==> config.mk <==
export PLATFORM = sky130hd
export DESIGN_NAME = sd_channel_sequencer
export DESIGN_NICKNAME = d
export VERILOG_FILES = /design/src/rtl/sd_pkg.sv /design/src/rtl/sd_mod_core.sv /design/src/rtl/sd_channel_sequencer.sv
export SDC_FILE = /design/constraint.sdc
export NUM_CORES = 1
export LEC_CHECK = 0
export CAP_MARGIN = 30
export CORE_ASPECT_RATIO = 1.75
export CORE_MARGIN = 2
export CORE_UTILIZATION = 53
export CTS_BUF_LIST = sky130_fd_sc_hd__clkbuf_8 sky130_fd_sc_hd__clkbuf_16
export DETAILED_ROUTE_END_ITERATION = 12
export GPL_TIMING_DRIVEN = 0
export MAX_ROUTING_LAYER = met4
export PLACE_DENSITY = 0.73
export SYNTH_ARGS = -nofsm -noshare
export SYNTH_HDL_FRONTEND = slang
export SYNTH_SLANG_ARGS = --single-unit
==> constraint.sdc <==
create_clock -name clk -period 7.05 [get_ports clk]
set_clock_uncertainty 0.2 [all_clocks]
set_input_delay 1.0575 -clock clk [delete_from_list [all_inputs] [get_ports clk]]
set_output_delay 1.0575 -clock clk [all_outputs]
set_load 0.005 [all_outputs]
==> src/rtl/sd_pkg.sv <==
// Shared definitions for the time-multiplexed sigma-delta channel sequencer.
//   SD_NCH / SD_W / SD_Q : default channel count, sample width, fractional bits
//   sd_state_t           : sequencer FSM states
//   sd_sample_t          : W-bit signed sample at the default width
//   fullscale(q)         : quantizer full-scale magnitude, 1 << q
package sd_pkg;

    localparam int SD_NCH = 4;
    localparam int SD_W   = 16;
    localparam int SD_Q   = 12;

    typedef enum logic [1:0] {
        ST_IDLE,
        ST_RUN,
        ST_DONE
    } sd_state_t;

    typedef logic signed [SD_W-1:0] sd_sample_t;

    function automatic int fullscale(input int q);
        return 1 << q;
    endfunction

endpackage

==> src/rtl/sd_mod_core.sv <==
// Combinational 2nd-order sigma-delta update for one channel.
//   in_sample : channel input sample (signed, W bits)
//   z0, z1    : integrator states before the update
//   b         : channel's previous output bit, selects the feedback sign
//   sum0,sum1 : new integrator values (W-bit wrapping arithmetic)
//   mod_bit   : new output bit, sum1 > 0
module sd_mod_core
    import sd_pkg::*;
#(
    parameter int W = SD_W,
    parameter int Q = SD_Q
)(
    input  logic signed [W-1:0] in_sample,
    input  logic signed [W-1:0] z0,
    input  logic signed [W-1:0] z1,
    input  logic                b,
    output logic signed [W-1:0] sum0,
    output logic signed [W-1:0] sum1,
    output logic                mod_bit
);

    localparam logic signed [W-1:0] FS = W'(fullscale(Q));

    logic signed [W-1:0] q;

    always_comb begin
        q       = b ? FS : -FS;
        sum0    = in_sample - q + z0;
        sum1    = sum0 - q + z1;
        // strictly positive: sign clear and not zero
        mod_bit = !sum1[W-1] && (sum1 != '0);
    end

endmodule

==> src/rtl/sd_channel_sequencer.sv <==
// Time-multiplexes one sigma-delta datapath (sd_mod_core) over NCH channels.
// A tick walks channels 0..NCH-1 one per clk, then publishes all bits at once.
//   clk, reset        : clock, asynchronous active-high reset
//   enb               : global enable; low freezes state, FSM and outputs
//   tick              : starts a frame when idle
//   ch_mask           : per-channel enable, sampled when the channel is processed
//   in_data, in_valid : per-channel sample and holding-register load strobe
//   out_bits          : modulator bits, updated after the DONE cycle
//   out_valid         : high during the DONE cycle
//   busy              : FSM not idle
//   overrun, clr_ovr  : sticky "tick while busy" flag and its clear
//
// state   | meaning
// IDLE    | waiting for tick
// RUN     | processing channel ch this cycle
// DONE    | copy staged bits to out_bits, pulse out_valid
module sd_channel_sequencer
    import sd_pkg::*;
#(
    parameter int NCH = SD_NCH,
    parameter int W   = SD_W,
    parameter int Q   = SD_Q
)(
    input  logic             clk,
    input  logic             reset,
    input  logic             enb,
    input  logic             tick,
    input  logic [NCH-1:0]   ch_mask,
    input  logic [NCH*W-1:0] in_data,
    input  logic [NCH-1:0]   in_valid,
    output logic [NCH-1:0]   out_bits,
    output logic             out_valid,
    output logic             busy,
    output logic             overrun,
    input  logic             clr_ovr
);

    localparam int CW = (NCH > 1) ? $clog2(NCH) : 1;
    localparam logic [CW-1:0] LAST_CH = CW'(NCH - 1);

    sd_state_t state, state_nxt;
    logic [CW-1:0] ch;
    logic signed [W-1:0] z0_r [NCH];
    logic signed [W-1:0] z1_r [NCH];
    logic signed [W-1:0] hold_r [NCH];
    logic [NCH-1:0] stage_r;
    logic signed [W-1:0] sum0, sum1;
    logic mod_bit;
    logic step;
    logic publish;
    logic bad_tick;

    sd_mod_core #(.W(W), .Q(Q)) u_core (
        .in_sample (hold_r[ch]),
        .z0        (z0_r[ch]),
        .z1        (z1_r[ch]),
        .b         (stage_r[ch]),
        .sum0      (sum0),
        .sum1      (sum1),
        .mod_bit   (mod_bit)
    );

    always_ff @(posedge clk or posedge reset) begin
        if (reset) state <= ST_IDLE;
        else       state <= state_nxt;
    end

    always_comb begin
        state_nxt = state;
        step      = 1'b0;
        publish   = 1'b0;
        bad_tick  = 1'b0;
        busy      = (state != ST_IDLE);
        case (state)
            ST_IDLE: begin
                if (enb && tick) state_nxt = ST_RUN;
            end
            ST_RUN: begin
                step     = enb;
                bad_tick = enb && tick;
                if (enb && (ch == LAST_CH)) state_nxt = ST_DONE;
            end
            ST_DONE: begin
                publish  = enb;
                bad_tick = enb && tick;
                if (enb) state_nxt = ST_IDLE;
            end
            default: state_nxt = ST_IDLE;
        endcase
        out_valid = publish;
    end

    always_ff @(posedge clk or posedge reset) begin
        if (reset)     ch <= '0;
        else if (step) ch <= (ch == LAST_CH) ? '0 : ch + CW'(1);
    end

    // Processing reads hold_r before this cycle's load lands, so a load in the
    // same cycle as its channel's slot takes effect on the next frame.
    always_ff @(posedge clk or posedge reset) begin
        if (reset) begin
            for (int c = 0; c < NCH; c++) begin
                z0_r[c]   <= '0;
                z1_r[c]   <= '0;
                hold_r[c] <= '0;
            end
            stage_r  <= '0;
            out_bits <= '0;
        end else begin
            if (enb) begin
                for (int c = 0; c < NCH; c++) begin
                    if (in_valid[c]) hold_r[c] <= in_data[c*W +: W];
                end
            end
            if (step) begin
                if (ch_mask[ch]) begin
                    z0_r[ch]    <= sum0;
                    z1_r[ch]    <= sum1;
                    stage_r[ch] <= mod_bit;
                end else begin
                    z0_r[ch]    <= '0;
                    z1_r[ch]    <= '0;
                    stage_r[ch] <= 1'b0;
                end
            end
            if (publish) out_bits <= stage_r;
        end
    end

    // a new overrun event takes priority over a simultaneous clear
    always_ff @(posedge clk or posedge reset) begin
        if (reset)                overrun <= 1'b0;
        else if (bad_tick)        overrun <= 1'b1;
        else if (enb && clr_ovr)  overrun <= 1'b0;
    end

endmodule

# == After elaboration in Yosys (flattened, before gate mapping) ==
# Index checks and enable logic that the tools add are counted.
# word_totals
reg_bits,205
inputBits,77
wordCells,89
# op_classes
n_addsub,5
order_cmp,4
eq_ne,6
mux,34
n_bitwise,6
reduce_logical,17
# op_table
op,count
$and A64 B64 Y64,2
$bwmux W64,2
$mux W16,8
$mux W64,2
$bmux W16 S2,3
$not A64 Y64,1
$add A16 B16 Y16,2
$demux W16 S2,1
$sub A16 B16 Y16,2
$reduce_bool A16 Y1,1
$mux W1,8
$mux W2,4
$reduce_and A2 Y1,4
$logic_and A1 B1 Y1,6
$ne A2 B2 Y1 const B,3
$pmux W2 S3,1
$and A4 B4 Y4,1
$bmux W1 S2,2
$bwmux W4,1
$eq A2 B2 Y1 const B,2
$mux W4,1
$not A4 Y4,1
$reduce_bool A2 Y1,2
$ge A3 B3 Y1 const B,1
other kinds (11),11

# == Longest topological paths before layout ==
# depth
word_depth,12
ltp_mapped,27

# == Cells and area by module ==
# A second synthesis with hierarchy kept.
# unflattened
cells_unflattened,1002
hier_area_um2,10970.5
# by_module_without_submodules
mod,n_inst,cells_each,area_per_inst_um2
sd_channel_sequencer,1,703,8869.8
sd_mod_core,1,299,2100.8

# == Worst setup path before layout ==
# OpenSTA, ideal clock, no wires.
# synth_timing
path_type,register -> register
startpoint,register ch[1]
endpoint,register stage_r[0]
setup_ps,138
arrival_time_ps,6155
required_time_ps,6712
slack_ps,556
stages_incl_launch_ff,27
n_path_buf,3
path_cell_list,dfrtp_1 -> buf_1 -> clkbuf_1 -> clkbuf_1 -> mux4_2 -> inv_1 -> ha_1 -> inv_1 -> ha_1 -> nor2b_1 -> o21ai_0 -> nand2b_1 -> a2111oi_0 -> o21ai_0 -> a21oi_1 -> xor2_1 -> ha_1 -> inv_1 -> ha_1 -> a2111oi_0 -> nand4b_1 -> a31o_2 -> a21oi_1 -> xor2_1 -> a31oi_2 -> a31oi_1 -> a31oi_1
# synth_via
elab_chain_len,12
# synth_rtl
item,line,rtl
start: declaration,sd_channel_sequencer.sv:42,logic [CW-1:0] ch;
start signal: assignment,sd_channel_sequencer.sv:95,else if (step) ch <= (ch == LAST_CH) ? '0 : ch + CW'(1);
$not A2 Y3 (not written as such),"sd_channel_sequencer.sv:54, sd_channel_sequencer.sv:55, sd_channel_sequencer.sv:56",
$bmux W16 S2,sd_channel_sequencer.sv:54,".in_sample (hold_r[ch]),"
$mux W16 (not written as such) (2 in a row),sd_channel_sequencer.sv:54,
$sub A16 B16 Y16,sd_mod_core.sv:28,sum0 = in_sample - q + z0;
$add A16 B16 Y16,sd_mod_core.sv:28,
$sub A16 B16 Y16,sd_mod_core.sv:29,sum1 = sum0 - q + z1;
$add A16 B16 Y16,sd_mod_core.sv:29,
$reduce_bool A16 Y1 / $logic_not A1 Y1 (equally long branches),sd_mod_core.sv:31,mod_bit = !sum1[W-1] && (sum1 != '0);
$logic_and A1 B1 Y1,sd_mod_core.sv:31,
$bwmux W4,sd_channel_sequencer.sv:119,stage_r[ch] <= mod_bit;
$mux W4 *,sd_channel_sequencer.sv:116,if (ch_mask[ch]) begin
end signal: indexed assignment,sd_channel_sequencer.sv:119,
end: declaration,sd_channel_sequencer.sv:46,logic [NCH-1:0] stage_r;
# Every way passes the cells marked *; elsewhere a longest branch is shown, timed or not. The select of a mux whose other input is x is not followed.
# A chain may end at the register's enable or synchronous reset.

# == Worst setup path after layout ==
# layout_timing
startpoint,register ch[0]
endpoint,register stage_r[0]
# The elaborated chain is that of the path after synthesis.

==> results.md <==
* FMAX at 151 MHz
* Overall die height at 194 µm
* Tmin final at 6.62 ns
* Hold_ws at 0.274 ns
* Synth top area share at 47.1%
* Number of diodes at 0
* Vias in the first global route at 8711
* Nets at 1254
* Via count at 8040
* Met1 GRT Util at 28.0%
* CTS sink cnt at 205
* 1st-iter DRT viols at 339
* Cell count after synthesis at 1003
* Grt ovf at 0
* H-tree levels at 1
* M2 GR Usage at 49.3%
* Die ar. at 21700 µm²
* DR vias/cell at 5.86
* Clk root buf: clkbuf_16
* Fin. Hold Viols at 0
* Asr flop ratio synth at 100%
* Cell Count, Final, Fillers Out at 1373
* Ys flop type: dfrtp_1
* DP Cell Count at 1336
* Post-synth top area cell: dfrtp_1
* Synth Area in Adders at 7.86%
* Mean Syn Cell Area at 10.9 µm²
* Hold Path Class: flop to flop
* Register area at 5130 µm²
* Area contributors post-synth: dfrtp_1, mux4_2, mux2_2, ha_1, o21ai_0
* Fin crit share at 93.9%
* Max-slew violation count at 0
* Clock Tree Buf Depth at 3
* Final TNS setup at 0 ns
* Synth Area in XOR/XNOR at 2.86%
* Resized cells post-CTS at 22
* Finish-stage setup viols at 0
* Gr busiest metal: met2
* First-pass GRT wire length at 44300 µm
* FF+latch count, synth at 205
* Setup crit end kind: flop
* Final Util at 63.4%
* Core Region at 20200 µm²
* CP bufs+invs at 6
* Worst Path Max Fanout at 10
* Area of the multi-input gates at 5250 µm²
* CP required at 7.20 ns
* Routed WL per cell at 19.6 µm
* Mapped Area at 10900 µm²
* Simple-Gate Fraction of Synth Area at 8.70%
* IO Port Bufs at 82
* Clk_lat worst skew at 0.50 ns
* Post-DP HPWL at 20200 µm
* Status: completed
* Largest net degree at the start of global routing at 123
* Die X at 112 µm
* Post-synth EDFFs at 0
* Max-Slew Margin vs Limit at 51.4%
* GR Util met3 at 2.94%
* Initial antenna violation count at 0
* Starting Density at 53.9%
* Rows at 69
* Post-synthesis compound-gate area fraction at 11.3%
* CP dominant cell by count: ha_1
* Crit path DAT at 6.77 ns
* Synth cell types at 50
* Unrepaired setup endpoints after global routing: no
* Post-CTS Hold Buffers at 0
* Post-Route WL at 26900 µm
* Post-CTS Setup Inserts at 0
* DRT antenna net count at 0
* Max Cap Viol at 0
* Worst-path clk slew at 0.07 ns
* Net Count, Synth at 1146
* Share of layout cells above drive strength 1 at 16.6%
* Initial DRT Pass Iterations at 5
* FILL cells at 1663
* Largest family of logic cells by synthesized area: multiplexers
* CP max stage delay at 0.47 ns
* Startpoint types: flop
* Area Growth Syn to Fin at 17.6%
* Crit-path slowest cell: a2111oi_4
* Worst-Margin Slew at 0.729 ns
* CTS tree: done
* Num ports at 84
* Gpl congestion at 0.959
* Remaining DRCs at 0
* Worst Path Class, Setup: flop to flop
* Sequential fraction of the synthesis area at 47.1%
* Delay-heaviest family, CP: compound AO/OA/AOI/OAI gates
* Post-synthesis mux area share at 17.3%
* GRT Overall Usage at 26.5%
* Cts bufs inserted at 21
* Yosys warns at 0
==> cell families after synthesis <==
logic type,Yosys count
simple gates,222
compound gates,216
flops,205
buf+inv,140
mux,120
fa+ha+maj,66
xor+xnor,34
==> stage by stage <==
step,setup slack (ns),cell area [µm²]
finish,0.428,12800
global route,0.0309,12800
CTS,0.0283,12800
detailed placement,-1.42,12100
global placement,-2.41,12000
floorplan,0.197,10900
==> cells in the mapped netlist (2+ instances only) <==
cell type,count
a2111oi_0,2
mux4_2,47
nand2b_1,14
o31ai_1,6
a21o_1,4
a31oi_1,10
o211ai_1,4
nand3_1,3
or2_2,13
nand2_1,168
xnor2_1,20
mux2_2,71
xor2_1,13
inv_1,95
o21ai_0,142
nor2_1,13
a211oi_1,3
dfrtp_1,205
buf_1,4
clkbuf_1,40
mux2i_1,2
nor2b_1,2
o22ai_1,3
o21a_1,6
o31a_1,2
a21oi_1,23
ha_1,62
fa_1,4
==> metal layers <==
layer,vias up,share of wire [%]
li1,3687,-
met1,4040,34
met2,236,57
met3,77,4.6
met4,0,3.7
met5,-,0
==> worst min-delay path, delay by kind of cell, from the launching register on <==
| family | cells | cell delay [ns] |
|---|---|---|
| DFF | 1 | 0.34 |
| AOI/OAI and AO/OA | 1 | 0.06 |
| and+or+nand+nor | 1 | 0.04 |
==> layout make-up <==
cell class / instances / share of cell area [%]
buffer: 45 / 1.58
clock buffer: 22 / 4.21
clock inverter: 15 / 1.07
inverter: 95 / 2.84
multi-input combinational: 658 / 41.0
sequential: 205 / 40.1
tap: 248 / 2.42
timing repair buffer: 85 / 6.75
==> cells in the final DEF, fill, tap and decap left out, types with 21 or more instances in the layout <==
cell type        netlist  layout
clkbuf_1              40      34
mux4_2                47      47
mux2_2                71      71
clkbuf_16              0      21
nand2_1              168     168
dfrtp_1              205     204
o21ai_0              142     142
inv_1                 95      97
clkdlybuf4s50_1        0      82
ha_1                  62      62
a21oi_1               23      23
==> worst paths after layout <==
kind	start	to	slack, ns	cells past startpoint
worst min register to register	z1_r[54]	z1_r[54]	0.27	2
max in group asynchronous	reset	hold_r[37]	4.82	3
worst max-delay path	ch[0]	stage_r[0]	0.43	26
min in group asynchronous	reset	out_bits[1]	0.83	2
worst max register to register	ch[0]	stage_r[0]	0.43	26
worst min-delay path	z1_r[54]	z1_r[54]	0.27	2
==> flip-flops by register name, indices dropped and copies added (netlist names) <==
name	cells
ch	2
out_bits	4
overrun	1
z0_r	64
z1_r	64
state	2
hold_r	64
stage_r	4
Power is not shown: default switching activity piles up to over one toggle a cycle in this logic, so the estimate is an artifact.
